File: src/rtl/spi_master_if.sv
// Host request bus for spi_master.
// The master modport is the host side; the slave modport is the block side.
interface spi_master_if;
    logic       start;
    logic       rw;
    logic [7:0] addr;
    logic [7:0] wdata;
    logic       busy;
    logic       done;
    logic [7:0] rdata;

    modport master (
        output start, rw, addr, wdata,
        input  busy, done, rdata
    );

    modport slave (
        input  start, rw, addr, wdata,
        output busy, done, rdata
    );
endinterface

File: src/rtl/spi_master.sv
// SPI initiator for the slave register protocol: 24-bit frames {ID, addr, data}.
// Optional abort support is enabled with SPI_MASTER_ABORT_EN.
module spi_master #(
    parameter int         HALF_PERIOD = 8,
    parameter int         GAP_CYCLES  = 8,
    parameter logic [7:0] SLAVE_IDW   = 8'hFF,
    parameter logic [7:0] SLAVE_IDR   = 8'h00
) (
    input  logic          clock,
    input  logic          n_reset,
    spi_master_if.slave   host,
    output logic          ss,
    output logic          sclk,
    output logic          mosi,
    input  logic          miso
`ifdef SPI_MASTER_ABORT_EN
    ,
    input  logic          abort,
    output logic          aborted
`endif
);

    typedef enum logic [2:0] {
        IDLE,
        SETUP,
        SHIFT,
        HOLD,
        GAP
    } state_t;

    localparam logic [15:0] H_LAST = 16'(HALF_PERIOD - 1);
    localparam logic [15:0] G_LAST = 16'(GAP_CYCLES - 1);

    state_t      state;
    logic [15:0] cnt;
    logic [4:0]  bit_cnt;
    logic        high;
    logic [23:0] shreg;
    logic [7:0]  rx;
    logic        rd;
`ifdef SPI_MASTER_ABORT_EN
    logic        abt;
`endif

    always_ff @(posedge clock or negedge n_reset) begin
        if (!n_reset) begin
            state      <= IDLE;
            cnt        <= '0;
            bit_cnt    <= '0;
            high       <= 1'b0;
            shreg      <= '0;
            rx         <= '0;
            rd         <= 1'b0;
            ss         <= 1'b1;
            sclk       <= 1'b0;
            mosi       <= 1'b0;
            host.busy  <= 1'b0;
            host.done  <= 1'b0;
            host.rdata <= '0;
`ifdef SPI_MASTER_ABORT_EN
            abt        <= 1'b0;
            aborted    <= 1'b0;
`endif
        end else begin
            host.done <= 1'b0;
`ifdef SPI_MASTER_ABORT_EN
            aborted   <= 1'b0;
`endif
            case (state)
                IDLE: begin
                    if (host.start) begin
                        shreg <= {host.rw ? SLAVE_IDR : SLAVE_IDW,
                                  host.addr,
                                  host.rw ? 8'h00 : host.wdata};
                        mosi      <= host.rw ? SLAVE_IDR[7] : SLAVE_IDW[7];
                        rd        <= host.rw;
                        ss        <= 1'b0;
                        sclk      <= 1'b0;
                        host.busy <= 1'b1;
                        cnt       <= '0;
                        bit_cnt   <= '0;
                        high      <= 1'b0;
                        state     <= SETUP;
                    end
                end
                SETUP: begin
                    if (cnt == H_LAST) begin
                        cnt   <= '0;
                        sclk  <= 1'b1;
                        high  <= 1'b1;
                        state <= SHIFT;
                    end else begin
                        cnt <= cnt + 16'd1;
                    end
                end
                SHIFT: begin
                    if (cnt != H_LAST) begin
                        cnt <= cnt + 16'd1;
                    end else begin
                        cnt <= '0;
                        if (high) begin
                            // falling edge: advance MOSI, capture MISO of data byte
                            high  <= 1'b0;
                            sclk  <= 1'b0;
                            shreg <= {shreg[22:0], 1'b0};
                            mosi  <= shreg[22];
                            if (bit_cnt >= 5'd16)
                                rx <= {rx[6:0], miso};
                        end else if (bit_cnt == 5'd23) begin
                            bit_cnt <= '0;
                            mosi    <= 1'b0;
                            state   <= HOLD;
                        end else begin
                            bit_cnt <= bit_cnt + 5'd1;
                            high    <= 1'b1;
                            sclk    <= 1'b1;
                        end
                    end
                end
                HOLD: begin
                    if (cnt == H_LAST) begin
                        cnt   <= '0;
                        ss    <= 1'b1;
                        state <= GAP;
                    end else begin
                        cnt <= cnt + 16'd1;
                    end
                end
                GAP: begin
                    if (cnt == G_LAST) begin
                        cnt       <= '0;
                        host.busy <= 1'b0;
                        host.done <= 1'b1;
                        state     <= IDLE;
`ifdef SPI_MASTER_ABORT_EN
                        aborted   <= abt;
                        abt       <= 1'b0;
                        if (rd && !abt)
                            host.rdata <= rx;
`else
                        if (rd)
                            host.rdata <= rx;
`endif
                    end else begin
                        cnt <= cnt + 16'd1;
                    end
                end
                default: state <= IDLE;
            endcase
`ifdef SPI_MASTER_ABORT_EN
            if (abort && (state == SETUP || state == SHIFT || state == HOLD)) begin
                sclk    <= 1'b0;
                mosi    <= 1'b0;
                ss      <= 1'b1;
                high    <= 1'b0;
                cnt     <= '0;
                bit_cnt <= '0;
                abt     <= 1'b1;
                state   <= GAP;
            end
`endif
        end
    end

endmodule

File: src/flat_wrapper.sv
// flat-port wrapper written by rule: the top's interface ports become plain ports
module spi_master_flat 
#(
    parameter int         HALF_PERIOD = 8,
    parameter int         GAP_CYCLES  = 8,
    parameter logic [7:0] SLAVE_IDW   = 8'hFF,
    parameter logic [7:0] SLAVE_IDR   = 8'h00
)
  (clock, n_reset, ss, sclk, mosi, miso, host_start, host_rw, host_addr, host_wdata, host_busy, host_done, host_rdata);
  spi_master_if host_i ();
  input  logic clock;
  input  logic n_reset;
  output logic ss;
  output logic sclk;
  output logic mosi;
  input  logic miso;
  input wire logic [$bits(host_i.start)-1:0] host_start;
  input wire logic [$bits(host_i.rw)-1:0] host_rw;
  input wire logic [$bits(host_i.addr)-1:0] host_addr;
  input wire logic [$bits(host_i.wdata)-1:0] host_wdata;
  output wire logic [$bits(host_i.busy)-1:0] host_busy;
  output wire logic [$bits(host_i.done)-1:0] host_done;
  output wire logic [$bits(host_i.rdata)-1:0] host_rdata;
  assign host_i.start = host_start;
  assign host_i.rw = host_rw;
  assign host_i.addr = host_addr;
  assign host_i.wdata = host_wdata;
  assign host_busy = host_i.busy;
  assign host_done = host_i.done;
  assign host_rdata = host_i.rdata;
  spi_master #(.HALF_PERIOD(HALF_PERIOD), .GAP_CYCLES(GAP_CYCLES), .SLAVE_IDW(SLAVE_IDW), .SLAVE_IDR(SLAVE_IDR)) u_core (.clock(clock), .n_reset(n_reset), .host(host_i), .ss(ss), .sclk(sclk), .mosi(mosi), .miso(miso));
endmodule
File: config.mk
export PLATFORM = sky130hd
export DESIGN_NAME = spi_master_flat
export DESIGN_NICKNAME = d
export VERILOG_FILES = /design/src/rtl/spi_master_if.sv /design/src/rtl/spi_master.sv /design/src/flat_wrapper.sv
export SDC_FILE = /design/constraint.sdc
export NUM_CORES = 1
export LEC_CHECK = 0
export ABC_CLOCK_PERIOD_IN_PS = 4470
export CAP_MARGIN = 20
export CORE_MARGIN = 1
export CORE_UTILIZATION = 60
export CTS_BUF_LIST = sky130_fd_sc_hd__clkbuf_8
export DETAILED_ROUTE_END_ITERATION = 10
export HOLD_SLACK_MARGIN = 0.1
export PLACE_DENSITY = 0.92
export SLEW_MARGIN = 20
export SYNTH_ARGS = -nofsm -noshare
export SYNTH_HDL_FRONTEND = slang
export SYNTH_SLANG_ARGS = --single-unit
File: constraint.sdc
create_clock -name clock -period 4.47 [get_ports clock]
set_input_delay 0.894 -clock clock [delete_from_list [all_inputs] [get_ports clock]]
set_output_delay 0.894 -clock clock [all_outputs]
set_load 0.05 [all_outputs]
==> key figures, run 1 <==
Critical path
  • Required @ worst endpoint: 3580 ps
  • CP Cell Sequence: clkdlybuf4s50_1
  • Max incr delay on CP: 800 ps
  • Critical path class: reg2out
  • Critical path buffers and inverters: 1
  • Startpoint types: register
  • CP endpoint kind: primary output
  • CP max FO: 3
  • Slowest cell on crit path: clkdlybuf4s50_1
  • Largest delay share family, worst path: buffers and inverters
  • Worst Path Arrival: 1700 ps

Placed design
  • GP Congestion: 0.890
  • Pre-CTS setup slack: 1620 ps
  • Placed Area: 3830 µm²
  • DPL Wire Length: 5140 µm
  • Buffers added on ports: 33

Yosys
  • Syn Std Cell Area: 3510 µm²
  • Instance count of the mapped netlist: 315
  • YS warnings: 0
  • Seq/Total Area, Yosys: 49.9%
  • Number of synthesized flops with an enable pin: 0
  • Unique cell type count in the Yosys netlist: 61
  • Ys async rst share: 100%
  • Mapped Nets: 338
  • Synthesized flop and latch total: 70
  • Syn Area/Cell: 11.2 µm²
  • Ys flop type: dfrtp_1

STA
  • Slew @ Worst Pin: 905 ps
  • Clock skew: 11.4 ps
  • Worst slew margin: 39.7%
  • Fmax: 0.385 GHz
  • Final WS setup: 1870 ps
  • Slew Limit Fails: 0
  • Hold_ws: 489 ps
  • Final-report hold violation count: 0
  • Period Utilization, post-route: 58.1%
  • Period minus WS final: 2600 ps
  • Final setup vio count: 0
  • Setup TNS: 0 ps
  • RSZ-0062 raised after global routing: no

Floorplan
  • Row count: 27
  • Initial Util: 63.1%
  • Core area: 5570 µm²
  • Die Ht: 78.5 µm
  • Total die area: 6170 µm²
  • Die W: 78.5 µm
  • Io pins: 34

Clock tree
  • Clock Pin Slew Worst Setup and Hold Paths: 80 ps
  • CTS H-tree depth: 3
  • Root Driver: clkbuf_8
  • Num CTS Buffers: 9
  • CTS Hold Bufs: 0
  • Worst-Skew Late Latency: 360 ps
  • Post-CTS setup buffer count: 0
  • CTS resizes: 0
  • CTS tree: yes
  • Clock sink total: 70
  • Clk buf depth: 2

Routing
  • Drt via density: 6.73
  • DR WL/cell: 18.7 µm
  • First-pass iteration count of the detailed router: 5
  • DRT antenna net count: 0
  • Vias post-DR: 2795
  • Initial drt markers: 360
  • Drt total wl: 7780 µm
  • Post-route DRC: 0

Final layout
  • Most common cell after layout, fill and taps aside: dfrtp_1
  • Most frequent cells in the layout: dfrtp_1 (69), clkdlybuf4s50_1 (32), nand3_1 (20), a31oi_1 (20), mux2_2 (17)
  • Layout cell share with drive strength beyond 1: 21.3%
  • ANT cells: 0
  • Nets: 361
  • Synth-to-Final Area Change: 14.6%
  • Final design instance area without fill: 4030 µm²
  • Util after Layout: 72.3%

Global route
  • Initial antenna violation count: 0
  • Met1 usage: 35.8%
  • Largest net degree at the start of global routing: 40
  • Number of global-route vias before repair: 2618
  • First-pass GRT wire length: 12700 µm
  • Gr usage total: 27.2%
  • Remaining Overflow, GRT: 0
  • Routing usage on met2: 43.5%
  • GR met3 Demand/Resource: 5.00%
  • Top Usage Layer GRT: met2

Job
  • Max-cap viol count: 0

Power
  • PwrDens: 441 nW/µm²
  • Pleak: 1.73 nW
  • Peak supply drop: 0.286 mV

Worst hold path
  • Worst Hold Class: reg2reg

Status
  • Run status: finished, final reports clean
-- per-layer routing --
layer / vias up / part of all wire [%]
li1: 1257 / -
met2: 128 / 49
met3: 18 / 5.9
met5: - / 0
met4: 0 / 2.0
met1: 1392 / 43
-- power by group --
part	leakage (nW)	switching [mW]	total (mW)	internal [mW]
Clock	0.0972	0.258	0.517	0.259
Combinational	0.757	0.162	0.344	0.183
Sequential	0.877	0.159	0.916	0.757
-- state kept, by name (all words and copies together) (netlist names), 3 cells and up --
name               flops
u_core.state           3
u_core.cnt            16
u_core.host.rdata      8
u_core.bit_cnt         5
u_core.rx              8
u_core.shreg          23
-- cell families (layout without fill, tap and decap cells) --
logic type,count (synthesis),in the layout,share of synthesized area (%)
and+or+nand+nor,105,105,18.9
AOI/OAI and AO/OA,87,87,20.1
DFF,70,70,49.9
buffers and inverters,32,60,4.38
muxes,19,19,6.02
adders and majority gates,2,2,0.712
-- worst paths after layout --
check,from,to,slack [ps],depth (start not counted)
max reg2reg,u_core.cnt[0],u_core.shreg[3],1940,5
min reg2reg,u_core.bit_cnt[3],u_core.bit_cnt[3],490,1
max in group asynchronous,n_reset,u_core.shreg[1],2880,2
min in group asynchronous,n_reset,u_core.cnt[9],670,1
min,u_core.bit_cnt[3],u_core.bit_cnt[3],490,1
max,u_core.ss,ss,1870,1
-- cells in the mapped netlist, types with 8 or more instances --
cell type | number | area share, %
a221o_1 | 8 | 2.3
buf_2 | 12 | 1.7
nand3_1 | 20 | 2.8
nor2_1 | 11 | 1.2
clkbuf_1 | 8 | 0.85
nand4_1 | 8 | 1.4
a31oi_1 | 20 | 3.6
or2_2 | 8 | 1.4
and2_1 | 9 | 1.6
o221a_2 | 15 | 4.8
nand2_1 | 16 | 1.7
mux2_2 | 17 | 5.4
dfrtp_1 | 69 | 49
-- through the flow --
stage | cells | power [mW]
CTS | 415 | 1.78
global placement | 399 | 1.23
global route | 415 | 1.85
detailed placement | 399 | 1.26
finish | 415 | 1.78
floorplan | 315 | 1.15
-- layout make-up --
cell class              count  area, µm²
clock buffers               9        124
clock inverters             7       75.1
fillers                   382       1550
inverters                   8       30.0
multi-input cells         213       1610
flip-flops and latches     70       1750
well taps                  72       90.1
repair buffers             36        348
Power figures use the tool's default switching activity.
==> inputs of run 2 (changes only) <==
--- a/config.mk
+++ b/config.mk
@@ -5,14 +5,14 @@
 export SDC_FILE = /design/constraint.sdc
 export NUM_CORES = 1
 export LEC_CHECK = 0
-export ABC_CLOCK_PERIOD_IN_PS = 4470
+export ABC_CLOCK_PERIOD_IN_PS = 2400
 export CAP_MARGIN = 20
 export CORE_MARGIN = 1
-export CORE_UTILIZATION = 60
+export CORE_UTILIZATION = 59
 export CTS_BUF_LIST = sky130_fd_sc_hd__clkbuf_8
 export DETAILED_ROUTE_END_ITERATION = 10
 export HOLD_SLACK_MARGIN = 0.1
-export PLACE_DENSITY = 0.92
+export PLACE_DENSITY = 0.91
 export SLEW_MARGIN = 20
 export SYNTH_ARGS = -nofsm -noshare
 export SYNTH_HDL_FRONTEND = slang
==> constraint.sdc (replaced) <==
create_clock -name clock -period 2.4 [get_ports clock]
set_input_delay 0.48 -clock clock [delete_from_list [all_inputs] [get_ports clock]]
set_output_delay 0.48 -clock clock [all_outputs]
set_load 0.05 [all_outputs]
==> key figures, run 2 (synthesis results as in run 1) <==
Power
  • Pleak: 1.79 nW (was 1.73 nW)
  • PwrDens: 809 nW/µm² (was 441 nW/µm²)
  • Peak supply drop: 0.579 mV (was 0.286 mV)

Final layout
  • Util after Layout: 73.6% (was 72.3%)
  • ANT cells: 0 (unchanged)
  • Layout cell share with drive strength beyond 1: 23.9% (was 21.3%)
  • Synth-to-Final Area Change: 17.4% (was 14.6%)
  • Most frequent cells in the layout: dfrtp_1 (69), clkdlybuf4s50_1 (32), nand3_1 (20), a31oi_1 (20), mux2_2 (17) (unchanged)
  • Largest register FFs: 23 (unchanged)
  • # fillers: 392 (was 382)
  • Layout Cells excl Fill: 424 (was 415)
  • Biggest register: u_core.shreg (unchanged)
  • Nets: 371 (was 361)
  • Top flop regs: u_core.shreg x23, u_core.cnt x16 (unchanged)
  • Most common cell after layout, fill and taps aside: dfrtp_1 (unchanged)

Clock tree
  • Clock sink total: 70 (unchanged)
  • Clk buf depth: 2 (unchanged)
  • Num CTS Buffers: 9 (unchanged)
  • CTS H-tree depth: 3 (unchanged)
  • CTS Hold Bufs: 0 (unchanged)
  • Root Driver: clkbuf_8 (unchanged)
  • Clock Pin Slew Worst Setup and Hold Paths: 70 ps (was 80 ps)
  • Worst-Skew Late Latency: 350 ps (was 360 ps)
  • CTS tree: yes (unchanged)

Routing
  • Drt via density: 6.75 (was 6.73)
  • DRT antenna net count: 0 (unchanged)
  • First-pass iteration count of the detailed router: 6 (was 5)
  • DR WL/cell: 19.5 µm (was 18.7 µm)
  • Drt total wl: 8260 µm (was 7780 µm)
  • Vias post-DR: 2862 (was 2795)
  • Post-route DRC: 0 (unchanged)
  • Initial drt markers: 318 (was 360)

Critical path
  • Worst Path Arrival: 2430 ps (was 1700 ps)
  • CP max FO: 12 (was 3)
  • CP Cell Sequence: ha_1 > and4bb_2 > and4_2 > buf_4 > or3_1 > a31oi_1 (was clkdlybuf4s50_1)
  • Max incr delay on CP: 410 ps (was 800 ps)
  • Startpoint types: register (unchanged)
  • Critical path class: reg2reg (was reg2out)
  • CP endpoint kind: register (was primary output)
  • Required @ worst endpoint: 2660 ps (was 3580 ps)
  • Slowest cell on crit path: dfrtp_1 (was clkdlybuf4s50_1)

Placed design
  • Cells after DPL: 408 (was 399)
  • Buffers added on ports: 33 (unchanged)
  • DPL Wire Length: 5310 µm (was 5140 µm)
  • GP Congestion: 0.884 (was 0.890)

STA
  • RSZ-0062 raised after global routing: no (unchanged)
  • Slew Limit Fails: 0 (unchanged)
  • Final setup vio count: 0 (unchanged)
  • Slew @ Worst Pin: 568 ps (was 905 ps)
  • Period Utilization, post-route: 90.3%
  • Setup TNS: 0 ps (unchanged)
  • Worst slew margin: 61.9% (was 39.7%)
  • Period minus WS final: 2170 ps
  • Clock skew: 8.77 ps (was 11.4 ps)
  • Fmax: 0.461 GHz
  • Final-report hold violation count: 0 (unchanged)

Global route
  • Gr usage total: 29.3% (was 27.2%)
  • Remaining Overflow, GRT: 0 (unchanged)
  • First-pass GRT wire length: 13800 µm (was 12700 µm)
  • Number of global-route vias before repair: 2804 (was 2618)
  • Initial antenna violation count: 0 (unchanged)
  • Largest net degree at the start of global routing: 71 (was 40)

Floorplan
  • Die W: 79.2 µm (was 78.5 µm)
  • Initial Util: 62.7% (was 63.1%)
  • Die Ht: 79.2 µm (was 78.5 µm)
  • Total die area: 6270 µm² (was 6170 µm²)
  • Row count: 27 (unchanged)
  • Core area: 5610 µm² (was 5570 µm²)
  • Io pins: 34 (unchanged)

Status
  • Run status: finished, final reports clean (unchanged)

Worst hold path
  • Worst Hold Class: in2async (was reg2reg)

Job
  • Max-cap viol count: 0 (unchanged)
## run 2: where the power goes
part | internal [mW] | total [mW] | switching [mW]
registers | 1.41 | 1.69 | 0.278
logic | 0.358 | 0.687 | 0.329
clock network | 0.504 | 0.963 | 0.459
## run 2: area by class of cell
| cell class | instances | area (µm²) | share of cell area, % |
|---|---|---|---|
| sequential | 70 | 1750 | 42.5 |
| multi-input combinational | 213 | 1610 | 39.0 |
| timing repair buffer | 46 | 448 | 10.9 |
| clock buffer | 10 | 138 | 3.34 |
| tap | 72 | 90.1 | 2.18 |
| clock inverter | 5 | 58.8 | 1.43 |
| inverter | 8 | 30.0 | 0.728 |
## run 2: worst paths after layout
| kind | cells after the start | endpoint | slack, ps | start |
|---|---|---|---|---|
| max | 6 | u_core.cnt[12] | 230 | u_core.cnt[0] |
| min | 2 | u_core.cnt[9] | 140 | n_reset |
| max reg2reg | 6 | u_core.cnt[12] | 230 | u_core.cnt[0] |
| min reg2reg | 1 | u_core.bit_cnt[3] | 500 | u_core.bit_cnt[3] |
| max in group asynchronous | 2 | u_core.ss | 1940 | n_reset |
| min in group clock | 1 | u_core.bit_cnt[3] | 500 | u_core.bit_cnt[3] |
## run 2: critical path: cells and delay by family, from the launching register on
kind	cells	cell delay [ps]
AND/OR/NAND/NOR	3	1000
buffers and inverters	1	210
AO/OA/AOI/OAI	1	190
adder cells (fa/ha/maj)	1	270
flip-flops	1	410
## run 2: repair_timing
| action | in CTS | in global routing |
|---|---|---|
| resized for setup | 0 | 1 |
| endpoints found under the setup margin | 0 | 38 |
| setup buffers | 0 | 1 |
## run 2: layer usage
layer,track usage (%),wire length [µm],up-vias
li1,-,-,1279
met1,39.1,3450,1433
met2,45.5,4090,136
met3,6.78,591,14
met4,13.1,131,0
met5,0,0,-
## run 2: stage by stage
step | area (µm²) | power, mW | setup WS, ps | hold slack [ps]
finish | 4130 | 3.34 | 232 | 144
global route | 4130 | 3.49 | 136 | 171
CTS | 4110 | 3.34 | 30.6 | 155
detailed placement | 3910 | 2.38 | 84.3 | 475
global placement | 3910 | 2.32 | 148 | 467
floorplan | 3510 | 2.14 | 530 | 184
